File: src/rtl/serial_result_collector_if.sv
`default_nettype none
// ============================================================================
// Module   : serial_result_collector_if
// Brief    : Serial-result input strobe plus valid/ready word output bundle.
// Revision : 1.0 - initial release
// ============================================================================
interface serial_result_collector_if #(
  parameter int WIDTH = 8
);
  logic             clr;
  logic             bit_in;
  logic             bit_valid;
  logic [WIDTH-1:0] out_data;
  logic             out_valid;
  logic             out_ready;
  logic             busy;
  logic             overflow;

  // Environment side: result producer, flush source and word consumer
  modport master (
    output clr, bit_in, bit_valid, out_ready,
    input  out_data, out_valid, busy, overflow
  );

  // Collector side
  modport slave (
    input  clr, bit_in, bit_valid, out_ready,
    output out_data, out_valid, busy, overflow
  );
endinterface
`default_nettype wire

File: src/rtl/serial_result_collector.sv
`default_nettype none
// ============================================================================
// Module   : serial_result_collector
// Brief    : Packs strobed one-bit results into WIDTH-bit words, with one
//            assembled word buffered behind a valid/ready output register.
// Revision : 1.0 - initial release
// ============================================================================
module serial_result_collector #(
  parameter int WIDTH     = 8,
  parameter bit LSB_FIRST = 1'b1
) (
  input  logic                     clk,
  input  logic                     rstn,
  serial_result_collector_if.slave sr
);

  localparam int                 c_CNT_W    = $clog2(WIDTH + 1);
  localparam int                 c_IDX_W    = $clog2(WIDTH);
  localparam logic [c_CNT_W-1:0] c_CNT_FULL = c_CNT_W'(WIDTH);
  localparam logic [c_CNT_W-1:0] c_CNT_ONE  = c_CNT_W'(1);
  localparam logic [c_IDX_W-1:0] c_IDX_TOP  = c_IDX_W'(WIDTH - 1);

  logic [WIDTH-1:0]   r_asm;
  logic [c_CNT_W-1:0] r_cnt;
  logic [WIDTH-1:0]   r_out_data;
  logic               r_out_valid;
  logic               r_overflow;

  logic               w_slot_free;
  logic               w_full;
  logic               w_xfer;
  logic [c_IDX_W-1:0] w_pos;
  logic [c_IDX_W-1:0] w_idx;

  assign w_slot_free = !r_out_valid || sr.out_ready;
  assign w_full      = (r_cnt == c_CNT_FULL);
  assign w_xfer      = w_full && w_slot_free;

  // A bit arriving while the full word moves out becomes position 0 of the next word
  assign w_pos = w_full ? '0 : r_cnt[c_IDX_W-1:0];

  generate
    if (LSB_FIRST) begin : g_lsb_first
      assign w_idx = w_pos;
    end else begin : g_msb_first
      assign w_idx = c_IDX_TOP - w_pos;
    end
  endgenerate

  always_ff @(posedge clk or negedge rstn) begin
    if (!rstn) begin
      r_asm       <= '0;
      r_cnt       <= '0;
      r_out_data  <= '0;
      r_out_valid <= 1'b0;
      r_overflow  <= 1'b0;
    end else if (sr.clr) begin
      r_cnt       <= '0;
      r_out_valid <= 1'b0;
      r_overflow  <= 1'b0;
    end else begin
      if (w_xfer) begin
        r_out_data  <= r_asm;
        r_out_valid <= 1'b1;
      end else if (r_out_valid && sr.out_ready) begin
        r_out_valid <= 1'b0;
      end

      if (sr.bit_valid) begin
        if (!w_full) begin
          r_asm[w_idx] <= sr.bit_in;
          r_cnt        <= r_cnt + c_CNT_ONE;
        end else if (w_xfer) begin
          r_asm[w_idx] <= sr.bit_in;
          r_cnt        <= c_CNT_ONE;
        end else begin
          // Both slots occupied: the result is lost and the loss is latched
          r_overflow   <= 1'b1;
        end
      end else if (w_xfer) begin
        r_cnt <= '0;
      end
    end
  end

  assign sr.out_data  = r_out_data;
  assign sr.out_valid = r_out_valid;
  assign sr.busy      = (r_cnt != '0);
  assign sr.overflow  = r_overflow;

endmodule
`default_nettype wire

File: src/flat_wrapper.sv
// flat-port wrapper written by rule: the top's interface ports become plain ports
module serial_result_collector_flat 
#(
  parameter int WIDTH     = 8,
  parameter bit LSB_FIRST = 1'b1
)
  (clk, rstn, sr_clr, sr_bit_in, sr_bit_valid, sr_out_ready, sr_out_data, sr_out_valid, sr_busy, sr_overflow);
  serial_result_collector_if #(.WIDTH(WIDTH)) sr_i ();
  input  logic clk;
  input  logic rstn;
  input wire logic [$bits(sr_i.clr)-1:0] sr_clr;
  input wire logic [$bits(sr_i.bit_in)-1:0] sr_bit_in;
  input wire logic [$bits(sr_i.bit_valid)-1:0] sr_bit_valid;
  input wire logic [$bits(sr_i.out_ready)-1:0] sr_out_ready;
  output wire logic [$bits(sr_i.out_data)-1:0] sr_out_data;
  output wire logic [$bits(sr_i.out_valid)-1:0] sr_out_valid;
  output wire logic [$bits(sr_i.busy)-1:0] sr_busy;
  output wire logic [$bits(sr_i.overflow)-1:0] sr_overflow;
  assign sr_i.clr = sr_clr;
  assign sr_i.bit_in = sr_bit_in;
  assign sr_i.bit_valid = sr_bit_valid;
  assign sr_i.out_ready = sr_out_ready;
  assign sr_out_data = sr_i.out_data;
  assign sr_out_valid = sr_i.out_valid;
  assign sr_busy = sr_i.busy;
  assign sr_overflow = sr_i.overflow;
  serial_result_collector #(.WIDTH(WIDTH), .LSB_FIRST(LSB_FIRST)) u_core (.clk(clk), .rstn(rstn), .sr(sr_i));
endmodule
File: config.mk
export PLATFORM = sky130hd
export DESIGN_NAME = serial_result_collector_flat
export DESIGN_NICKNAME = d
export VERILOG_FILES = /design/src/rtl/serial_result_collector_if.sv /design/src/rtl/serial_result_collector.sv /design/src/flat_wrapper.sv
export SDC_FILE = /design/constraint.sdc
export NUM_CORES = 1
export LEC_CHECK = 0
export BUFFER_PORTS_ARGS = -buffer_cell sky130_fd_sc_hd__buf_4
export CORE_UTILIZATION = 50
export CTS_CLUSTER_SIZE = 25
export DETAILED_ROUTE_END_ITERATION = 6
export HOLD_SLACK_MARGIN = 0.02
export PLACE_DENSITY = 0.75
export SYNTH_ARGS = -nofsm -noshare
export SYNTH_HDL_FRONTEND = slang
export SYNTH_SLANG_ARGS = --single-unit
File: constraint.sdc
create_clock -name clk -period 2.1 [get_ports clk]
set_input_delay 0.42 -clock clk [delete_from_list [all_inputs] [get_ports clk]]
set_output_delay 0.42 -clock clk [all_outputs]
set_load 0.05 [all_outputs]
# Word level (Yosys, flattened, before mapping)
# Index checks and enable logic that the tools add are counted.
word_totals:
  reg_bits: 22
  latchBits: 0
  ram_bits: 0
  romBits: 0
  out_inout_bits: 11
  memories: 0
classes:
  add_sub_neg: 1
  n_mul: 0
  div: 0
  order_cmp: 2
  eq_ne: 4
  shift: 0
  mux: 18
  bitwise_logic: 1
  n_reduce_logical: 14
op_table:
  columns: ["operator", "n"]
  rows:
  - ["$mux 4", 5]
  - ["$mux 8", 2]
  - ["$bwmux 8", 1]
  - ["$mux 1", 8]
  - ["$reduce_and 3->1", 2]
  - ["$reduce_bool 3->1", 2]
  - ["$add 4x1->4 const B", 1]
  - ["$eq 4x4->1 const B", 1]
  - ["$lt 3x4->1 const B", 1]
  - ["$ne 2x2->1 const B", 2]
  - ["$reduce_and 2->1", 2]
  - ["$reduce_bool 2->1", 2]
  - ["$reduce_bool 4->1", 1]
  - ["$demux 1 s3", 1]
  - ["$ge 3x1->1 const B", 1]
  - ["$logic_and 1x1->1", 3]
  - ["$mux 3", 1]
  - ["$ne 3x3->1 const B", 1]
  - ["$logic_not 1->1", 1]
  - ["$logic_or 1x1->1", 1]
  - ["$not 1->1", 1]

# Logic depth before layout (Yosys ltp)
# Gate-level depths: netlist (run 1).
logic_depth:
  word_depth: 9
  mapped_depth: 7

# Least setup slack after synthesis (run 1)
# No wires, ideal clock.
synth_path:
  path_kind: "flip-flop to flip-flop"
  startpoint: "register u_core.r_cnt[1]"
  endpoint: "register u_core.r_asm[5]"
  setup_ns: 0.125
  t_arrival_ns: 1.643
  setup_slack_ns: 0.332
  path_stages_with_launch: 8
  synth_period_minus_slack_ns: 1.768
  cell_sequence: "dfrtp_1 -> inv_1 -> ha_1 -> and3b_1 -> buf_4 -> nor3_2 -> and3_1 -> mux2_4"
synth_between:
  elab_chain_cells: 9
  word_cells_on_any_way: 13
  classes_between: "2 x order compare; 2 x eq/ne; 6 x mux; 3 x reduce/logical"
synth_rtl:
  columns: ["item", "line_no", "rtl"]
  rows:
  - ["start: declaration", "serial_result_collector.sv:24", "logic [c_CNT_W-1:0] r_cnt;"]
  - ["start signal: assignment", "serial_result_collector.sv:72", "r_cnt <= r_cnt + c_CNT_ONE;"]
  - ["start signal: assignment", "serial_result_collector.sv:75", "r_cnt <= c_CNT_ONE;"]
  - ["$eq 4x4->1", "serial_result_collector.sv:36", "assign w_full = (r_cnt == c_CNT_FULL);"]
  - ["$mux 3", "serial_result_collector.sv:40", "assign w_pos = w_full ? '0 : r_cnt[c_IDX_W-1:0];"]
  - ["$lt 3x4->1 (implied by the code) or $ge 3x1->1 (tied branches)", "serial_result_collector.sv:71, serial_result_collector.sv:74", null]
  - ["$logic_and 1x1->1 (implied by the code)", "serial_result_collector.sv:71, serial_result_collector.sv:74", null]
  - ["$mux 1 (implied by the code)", "serial_result_collector.sv:71, serial_result_collector.sv:74", null]
  - ["$demux 1 s3", null, null]
  - ["$bwmux 8", "serial_result_collector.sv:71, serial_result_collector.sv:74", null]
  - ["$mux 8", "serial_result_collector.sv:73", "end else if (w_xfer) begin"]
  - ["$mux 8", "serial_result_collector.sv:70", "if (!w_full) begin"]
  - ["end signal: indexed assignment", "serial_result_collector.sv:71", "r_asm[w_idx] <= sr.bit_in;"]
  - ["end signal: indexed assignment", "serial_result_collector.sv:74", "r_asm[w_idx] <= sr.bit_in;"]
  - ["end: declaration", "serial_result_collector.sv:23", "logic [WIDTH-1:0] r_asm;"]
# Several ways; a longest one is shown, not always the timed one. The select of a mux whose other input is x is not followed.
# A chain may end at the register's enable or synchronous reset.

# Worst setup path in the final report (run 1)
layout_path:
  startpoint: "register u_core.r_cnt[1]"
  endpoint: "output port sr_busy"
layout_between:
  elab_chain_cells: 1
layout_rtl:
  columns: ["item", "line_no", "rtl"]
  rows:
  - ["$reduce_bool 4->1", "serial_result_collector.sv:88", "assign sr.busy = (r_cnt != '0);"]
  - ["end: declaration", "flat_wrapper.sv:17", "output wire logic [$bits(sr_i.busy)-1:0] sr_busy;"]
# Every way passes these cells.

==> results of run 1 <==
-- cell families after synthesis --
| logic type | Yosys count |
|---|---|
| mux | 16 |
| compound gates | 13 |
| simple gates | 29 |
| buf+inv | 6 |
| flops | 22 |
| fa+ha+maj | 2 |
-- layout by cell type, fill, tap and decap left out, types with 3 or more instances in the layout --
master and instances:
clkbuf_4 3, mux2_2 14, dfrtp_1 21, nor2_1 5, nand2_1 6, nor3_1 3
a21oi_1 6, o21ai_0 3, buf_4 17
-- flip-flops by register name, summed over array words and instances, names as in the netlist --
signal,flops
u_core.sr.overflow,1
u_core.r_asm,8
u_core.r_cnt,4
u_core.sr.out_valid,1
u_core.sr.out_data,8
-- metal layers --
metal / vias up / wire length [µm] / track usage, %
met5: - / 0 / 0
met4: 0 / 48 / 11.67
met3: 6 / 93 / 3.774
met2: 33 / 990 / 34.05
met1: 371 / 889 / 26.67
li1: 357 / - / -
-- synth_stat cells, types with 2 or more instances --
cell,count
dfrtp_1,22
mux2_2,14
a21oi_1,6
nand2_1,6
nor2_1,5
nor3_1,3
o21ai_0,3
buf_2,2
ha_1,2
inv_1,2
nand2b_1,2
nand3_1,2
-- worst paths after layout --
| check | start | end | cells past startpoint |
|---|---|---|---|
| worst max register to register | u_core.r_cnt[1] | u_core.r_asm[2] | 6 |
| worst min-delay path | sr_clr | u_core.r_cnt[2] | 2 |
| min in group asynchronous | rstn | u_core.sr.out_data[0] | 2 |
| worst max-delay path | u_core.r_cnt[1] | sr_busy | 4 |
| max in group asynchronous | rstn | u_core.r_cnt[1] | 2 |
| worst min register to register | u_core.sr.out_data[1] | u_core.sr.out_data[1] | 1 |
-- timing repair --
action,4_1_cts,5_1_grt
setup endpoints to repair,1,1
buffers inserted,2,0
resized for setup,3,3
endpoints found under the hold margin,22,0
hold buffers,1,0
-- layout make-up --
type                            instances  area, µm²
Clock buffer                            3      22.52
Clock inverter                          1      30.03
Fill cell                             158      704.4
Inverter                                2      7.507
Multi-Input combinational cell         60      483.0
Sequential cell                        22      551.8
Tap cell                               27      33.78
Timing Repair Buffer                   19      148.9
-- per-stage QoR --
step,worst slack [ns],cells
after CTS,0.01096,134
final,0.07301,134
after global placement,0.2426,127
after global routing,0.01413,134
after floorplan,0.3317,88
after detailed placement,0.1480,127
-- worst reg2reg max path, stage by stage, from the launching register on --
cell      delay [ns]
dfrtp_2         0.44
inv_2           0.09
ha_4            0.16
and3b_1         0.33
nand4b_1        0.17
a21oi_1         0.19
mux2_2          0.34
-- power breakdown --
part / internal (W) / leakage, nW / switching (W) / total [W]
Clock: 0.000193 / 0.0279 / 0.000134 / 0.000326
Sequential: 0.000449 / 0.298 / 0.0000156 / 0.000465
Combinational: 0.0000496 / 0.285 / 0.0000553 / 0.000105
==> impl_results.md, run 1 <==
* CTS tree: done
* HP Class: input port to register
* Fmax at 0.4933 GHz
* Sink Count at 22
* CP Max Fanout at 4
* CP Launch Type: register
* Layout area overhead at 20.83%
* Initial antenna violation count at 0
* Final Cycle Share at 96.52%
* Detailed-route wire length at 2021 µm
* Post-synthesis simple-gate area fraction at 17.40%
* Delay of the slowest critical-path stage at 0.45 ns
* Hold Vio Cnt, Final at 0
* Drt first pass iters at 4
* HPWL after DPL at 1335 µm
* Post-Syn Instances at 88
* Post-Syn Area at 1057 µm²
* Worst path cell trace: inv_2 -> ha_4 -> or3b_2 -> buf_6
* Yosys top cell by area: dfrtp_1
* Synth Area in Compound Gates at 7.337%
* Routed Antenna Nets at 0
* Power per cell area at 701.5 nW/µm²
* CP required at 1.68 ns
* TNS Setup at 0 ns
* Total power at 0.0008961 W
* Area share of the largest cell type after synthesis at 52.07%
* Global-route wire length before repair at 3229 µm
* RSZ-0062 raised after global routing: no
* Pleak at 0.6112 nW
* GP Congestion at 0.9142
* Synth unique cells at 31
* Synth async-reset ratio at 100.0%
* Max-cap violations at 0
* Synthesized net count at 96
* Full die area at 2303 µm²
* Iter 0 DRT Violations at 18
* Worst skew pair latency at 0.31 ns
* # diodes at 0
* Drt drc at 0
* Largest net degree at the start of global routing at 23
* Synth Area in Adders at 2.367%
* Tot GR Track Use at 21.10%
* Clock Tree Root: clkbuf_4
* Yosys warns at 0
* Worst ir drop on vdd at 0.0006227 V
* Largest cells by area after synthesis: dfrtp_1 (52%), mux2_2 (15%), a21oi_1 (2.8%)
* Xor-xnor portion of the synthesized cell area at 0%
* Kind of critical path: register to primary output
* Nets at 116
* Ys flop type: dfrtp_1
* Clk buf depth at 2
* Worst Max-Slew Pin Slew at 0.4559 ns
* Max-slew violation count at 0
* Setup violators final at 0
* Site Rows at 16
* Final Critical Period at 2.027 ns
* Seq/Total Area, Yosys at 52.07%
* Vias in the first global route at 681
* Worst-case clock skew at 0.01201 ns
* Via/cell ratio at 5.724
* Post-route cell area at 1277 µm²
* WL/cell at 15.08 µm
* IO buf count at 16
* EDFF count, synth at 0
* CTS clk-pin slew, worst paths at 0.13 ns
* CP Data Arrival Time at 1.61 ns
* Multiplexer share of the synthesized area at 17.40%
* Status: completed
* Cell family with most CP delay: simple AND/OR/NAND/NOR gates
* Post-layout util at 64.46%
* Buf+Inv Stages, Crit Path at 2
* Io pins at 17
* Core ar. at 1982 µm²
* Synth Register Bits at 22
* Routed via count at 767
* Hold Slack at 0.3671 ns
* Largest family of logic cells by synthesized area: simple AND/OR/NAND/NOR gates
* Reg2reg setup slack at 0.30 ns
* Gr ovfl total at 0
* H-tree levels at 1
* Die Width at 47.99 µm
* Worst setup EP type: primary output
* Syn Area/Cell at 12.01 µm²
* Max-slew headroom at the worst pin at 69.51%
* CTS buffer count at 3
* Placed instance area at 1182 µm²
* Chip height at 47.99 µm
* Share of post-route cells with drive strength above 1 at 42.06%
* Initial core utilization at 53.35%
* CP max-delay cell: or3b_2
Power figures use the tool's default switching activity.
==> inputs of run 2 (changes only) <==
--- a/config.mk
+++ b/config.mk
@@ -6,11 +6,11 @@
 export NUM_CORES = 1
 export LEC_CHECK = 0
 export BUFFER_PORTS_ARGS = -buffer_cell sky130_fd_sc_hd__buf_4
-export CORE_UTILIZATION = 50
+export CORE_UTILIZATION = 49
 export CTS_CLUSTER_SIZE = 25
 export DETAILED_ROUTE_END_ITERATION = 6
 export HOLD_SLACK_MARGIN = 0.02
-export PLACE_DENSITY = 0.75
+export PLACE_DENSITY = 0.76
 export SYNTH_ARGS = -nofsm -noshare
 export SYNTH_HDL_FRONTEND = slang
 export SYNTH_SLANG_ARGS = --single-unit
==> constraint.sdc (replaced) <==
create_clock -name clk -period 1.8 [get_ports clk]
set_input_delay 0.36 -clock clk [delete_from_list [all_inputs] [get_ports clk]]
set_output_delay 0.36 -clock clk [all_outputs]
set_load 0.05 [all_outputs]
==> impl_results.md, run 2 (same netlist as run 1, synthesis figures left out) <==
* Delay of the slowest critical-path stage at 0.41 ns
* Total power at 0.0009458 W
* Chip height at 48.45 µm
* Die Width at 48.45 µm
* Vias in the first global route at 748
* Worst Max-Slew Pin Slew at 0.3823 ns
* Iter 0 DRT Violations at 22
* Worst setup EP type: primary output
* Final Cycle Share at 103.3%
* CP Max Fanout at 4
* Max-cap violations at 0
* Fillers at 143
* Kind of critical path: register to primary output
* Most common cell after layout, fill and taps aside: buf_4
* Worst path cell trace: inv_2 -> ha_4 -> or3b_4 -> buf_6
* Max-slew violation count at 0
* Core ar. at 2002 µm²
* WL/cell at 14.10 µm
* Status: finished with violations
* Worst ir drop on vdd at 0.0004303 V
* Place WS at -0.003989 ns
* Layout area overhead at 25.68%
* Full die area at 2347 µm²
* Initial core utilization at 52.81%
* Io pins at 17
* # diodes at 0
* CP required at 1.44 ns
* Gr ovfl total at 0
* HPWL after DPL at 1402 µm
* Share of post-route cells with drive strength above 1 at 45.61%
* CTS clk-pin slew, worst paths at 0.12 ns
* Hold Path Cell Cnt at 2
* H-tree levels at 1
* Power per cell area at 711.8 nW/µm²
* Max-slew headroom at the worst pin at 74.46%
* HP Class: input port to register
* Clk buf depth at 2
* Nets at 123
* CP max-delay cell: dfrtp_1
* Hold Vio Cnt, Final at 0
* Initial antenna violation count at 0
* Tot GR Track Use at 19.73%
* Final Critical Period at 1.859 ns
* CP Launch Type: register
* CTS tree: done
* Worst-case clock skew at 0.009163 ns
* Site Rows at 16
* Failing checks: negative setup slack
* Setup violators final at 1
* Worst skew pair latency at 0.32 ns
* IO buf count at 16
* Clock Tree Root: clkbuf_4
* Register-to-Register Path Depth at 6
* Buf+Inv Stages, Crit Path at 2
* Cell family with most CP delay: flip-flops
* Fmax at 0.5378 GHz
* Drt drc at 0
* Largest net degree at the start of global routing at 23
* Commonest cells after routing, fill and taps aside: buf_4 (23), dfrtp_1 (22), mux2_2 (14), nand2_1 (6), a21oi_1 (6)
* CTS buffer count at 3
* GP Congestion at 0.8420
* CP Data Arrival Time at 1.50 ns
* Sink Count at 22
* Detailed-route wire length at 1988 µm
* Routed Antenna Nets at 0
* Final worst-path setup slack at -0.05929 ns
* Via/cell ratio at 5.319
* Crit path depth at 4
* Drt first pass iters at 4
* Post-layout util at 66.38%
* Routed via count at 750
* Pleak at 0.6418 nW
* Global-route wire length before repair at 3456 µm
* RSZ-0062 raised after global routing: yes
## run 2: timing repair
action | in CTS | in global routing
hold endpoints to repair | 22 | 0
setup endpoints to repair | 3 | 3
hold buffers | 1 | 0
setup buffers | 1 | 2
gates resized for setup | 6 | 1
pin swaps | 1 | 0
## run 2: power by group
part           switching (W)  total, W  internal [W]
combinational      0.0000638  0.000130     0.0000662
sequential         0.0000161  0.000540      0.000524
clock               0.000152  0.000276      0.000124
total               0.000232  0.000946      0.000714
## run 2: path summary, 6_finish.rpt
kind	from	to	slack, ns
min in group asynchronous	rstn	u_core.r_cnt[2]	0.44
setup reg to reg	u_core.r_cnt[1]	u_core.r_asm[2]	0.11
hold reg to reg	u_core.r_asm[1]	u_core.sr.out_data[1]	0.50
hold / removal	sr_clr	u_core.sr.overflow	0.30
max in group asynchronous	rstn	u_core.r_asm[0]	1.14
setup / recovery	u_core.r_cnt[1]	sr_busy	-0.06
## run 2: metrics by stage
stage / setup TNS [ns] / hold WS (ns) / cell area, µm² / instances
CTS: -0.05860 / 0.2897 / 1313 / 139
detailed placement: -0.003989 / 0.2617 / 1240 / 133
global route: -0.09653 / 0.2999 / 1329 / 141
floorplan: 0 / 0.06441 / 1057 / 88
global placement: 0 / 0.2608 / 1240 / 133
finish: -0.05929 / 0.2986 / 1329 / 141
## run 2: layout make-up
cell class                 instances  area [µm²]  share of cell area (%)
clock buffer                       4       36.28                   2.731
multi-input combinational         60       486.7                   36.63
inverter                           2       7.507                  0.5650
tap                               27       33.78                   2.542
sequential                        22       550.5                   41.43
timing repair buffer              26       214.0                   16.10
## run 2: metal layers
layer	up-vias	track usage, %	wire [µm]
met5	-	0	0
met4	0	10.29	38
met3	3	3.774	92
met2	19	30.52	961
met1	362	26.53	896
li1	366	-	-
==> inputs of run 3 (changes only) <==
--- a/config.mk
+++ b/config.mk
@@ -6,11 +6,11 @@
 export NUM_CORES = 1
 export LEC_CHECK = 0
 export BUFFER_PORTS_ARGS = -buffer_cell sky130_fd_sc_hd__buf_4
-export CORE_UTILIZATION = 49
+export CORE_UTILIZATION = 40
 export CTS_CLUSTER_SIZE = 25
 export DETAILED_ROUTE_END_ITERATION = 6
 export HOLD_SLACK_MARGIN = 0.02
-export PLACE_DENSITY = 0.76
+export PLACE_DENSITY = 0.65
 export SYNTH_ARGS = -nofsm -noshare
 export SYNTH_HDL_FRONTEND = slang
 export SYNTH_SLANG_ARGS = --single-unit
==> constraint.sdc (replaced) <==
create_clock -name clk -period 1.8 [get_ports clk]
set_input_delay 0.18 -clock clk [delete_from_list [all_inputs] [get_ports clk]]
set_output_delay 0.18 -clock clk [all_outputs]
set_load 0.05 [all_outputs]
==> impl_results.md, run 3 (same netlist as run 1, synthesis figures left out) <==
* Worst Max-Slew Pin Slew at 0.4426 ns
* Final Critical Period at 1.748 ns
* Switching share of total power at 21.79%
* Initial core utilization at 42.68%
* HP Class: input port to register
* Status: completed
* Max-slew violation count at 0
* Full die area at 2853 µm²
* Hold Vio Cnt, Final at 0
* Fin cells at 144
* Gr ovfl total at 0
* Share of post-route cells with drive strength above 1 at 44.74%
* Fmax at 0.5722 GHz
* NetSw at 0.0002272 W
* Commonest cells after routing, fill and taps aside: buf_4 (23), dfrtp_1 (22), mux2_2 (14), nand2_1 (6), a21oi_1 (6)
* Setup crit end: sr_busy
* Power per cell area at 776.5 nW/µm²
* Register-to-Register Path Depth at 6
* Max-cap violations at 0
* Routed via count at 774
* Clock power share at 35.7%
* Nets at 123
* Largest net degree at the start of global routing at 23
* Worst ir drop on vdd at 0.0005432 V
* Reg2reg setup slack at 0.10 ns
* Post-layout util at 54.19%
* Drt drc at 0
* # diodes at 0
* Area of the multi-input gates at 485.5 µm²
* Worst-case clock skew at 0.002469 ns
* Kind of critical path: register to primary output
* Drt first pass iters at 4
* Io pins at 17
* TNS Setup at 0 ns
* CTS clk-pin slew, worst paths at 0.12 ns
* Worst skew pair latency at 0.30 ns
* Placed cells at 137
* Seq. cell area at 550.5 µm²
* Layout area overhead at 26.98%
* RSZ-0062 raised after global routing: no
* Iter 0 DRT Violations at 18
* CTS tree: done
* Worst setup EP type: primary output
* Global-route wire length before repair at 3415 µm
* CP Data Arrival Time at 1.57 ns
* Initial antenna violation count at 0
* H-tree levels at 1
* CP Launch Type: register
* Routed Antenna Nets at 0
* Max-slew headroom at the worst pin at 69.73%
* Tot GR Track Use at 17.35%
* WL/cell at 14.47 µm
* Start point of the critical path: u_core.r_cnt[0]
* Detailed-route wire length at 2084 µm
* Sink Count at 22
* GP Congestion at 0.9400
* Core ar. at 2477 µm²
* Final Cycle Share at 97.09%
* IO buf count at 16
* Seq pwr share at 51.6%
* Fillers at 222
* Chip height at 53.41 µm
* HPWL after DPL at 1542 µm
* Combinational share of power at 12.7%
* Clock Tree Root: clkbuf_4
* Setup violators final at 0
* CP Max Fanout at 3
* CP required at 1.62 ns
* Most common cell after layout, fill and taps aside: buf_4
* Site Rows at 18
* Die Width at 53.41 µm
* Via/cell ratio at 5.375
* Critical R2R Launch: u_core.r_cnt[0]
* CTS buffer count at 3
* Pleak at 0.6520 nW
* Int Power at 0.0008153 W
* R2r endpoint: u_core.r_asm[2]
* Clk buf depth at 2
* Vias in the first global route at 729
[run 3: timing repair]
item / in CTS / in global routing
endpoints found under the hold margin: 22 / 0
buffers inserted: 1 / 1
gates resized for setup: 7 / 1
hold buffers: 1 / 0
endpoints found under the setup margin: 1 / 1
[run 3: routing by layer]
metal  GRT usage (%)  share of wire, %
met5               0                 0
met4           7.895              0.67
met3           1.724               3.2
met2           29.17                52
met1           22.12                44
[run 3: critical path: stages (launching register included)]
cell	delay, ns
dfrtp_1	0.41
inv_2	0.09
ha_4	0.14
buf_6	0.10
or3b_4	0.37
buf_8	0.16
[run 3: how the worst min path moves through the flow]
stage,slack (ns),from,depth (start not counted),end
final,0.14,sr_clr,2,u_core.sr.out_valid
after detailed placement,0.09,rstn,1,u_core.sr.out_data[5]
after CTS,0.13,sr_clr,2,u_core.sr.out_valid
after global placement,0.08,rstn,1,u_core.sr.out_data[5]
after floorplan,-0.12,rstn,0,u_core.r_asm[0]
after global routing,0.13,sr_clr,2,u_core.r_cnt[2]
[run 3: layout make-up]
| type | count | share of cell area (%) |
|---|---|---|
| tap | 30 | 2.796 |
| clock inverter | 1 | 2.237 |
| clock buffer | 3 | 1.678 |
| multi-input combinational | 60 | 36.16 |
| timing repair buffer | 26 | 15.56 |
| sequential | 22 | 41.01 |
| inverter | 2 | 0.5592 |
[run 3: power groups by stage]
stage	Sequential (W)	Combinational, W	Clock, W
2_1_floorplan	0.000546	0.0000694	0
3_3_place_gp	0.000546	0.000110	0
3_5_place_dp	0.000548	0.000114	0
4_1_cts	0.000538	0.000130	0.000384
5_1_grt	0.000542	0.000146	0.000398
6_report	0.000538	0.000133	0.000372
[run 3: per-stage QoR]
step                      power [W]  worst slack, ns  hold slack, ns  instance area (µm²)
after global routing       0.001085         0.005629          0.1335                 1343
final                      0.001042          0.05240          0.1434                 1343
after detailed placement  0.0006617          0.06034         0.08572                 1239
after global placement    0.0006566          0.08977         0.08229                 1239
after floorplan           0.0006151          0.03173         -0.1156                 1057
after CTS                  0.001052          0.02271          0.1276                 1331
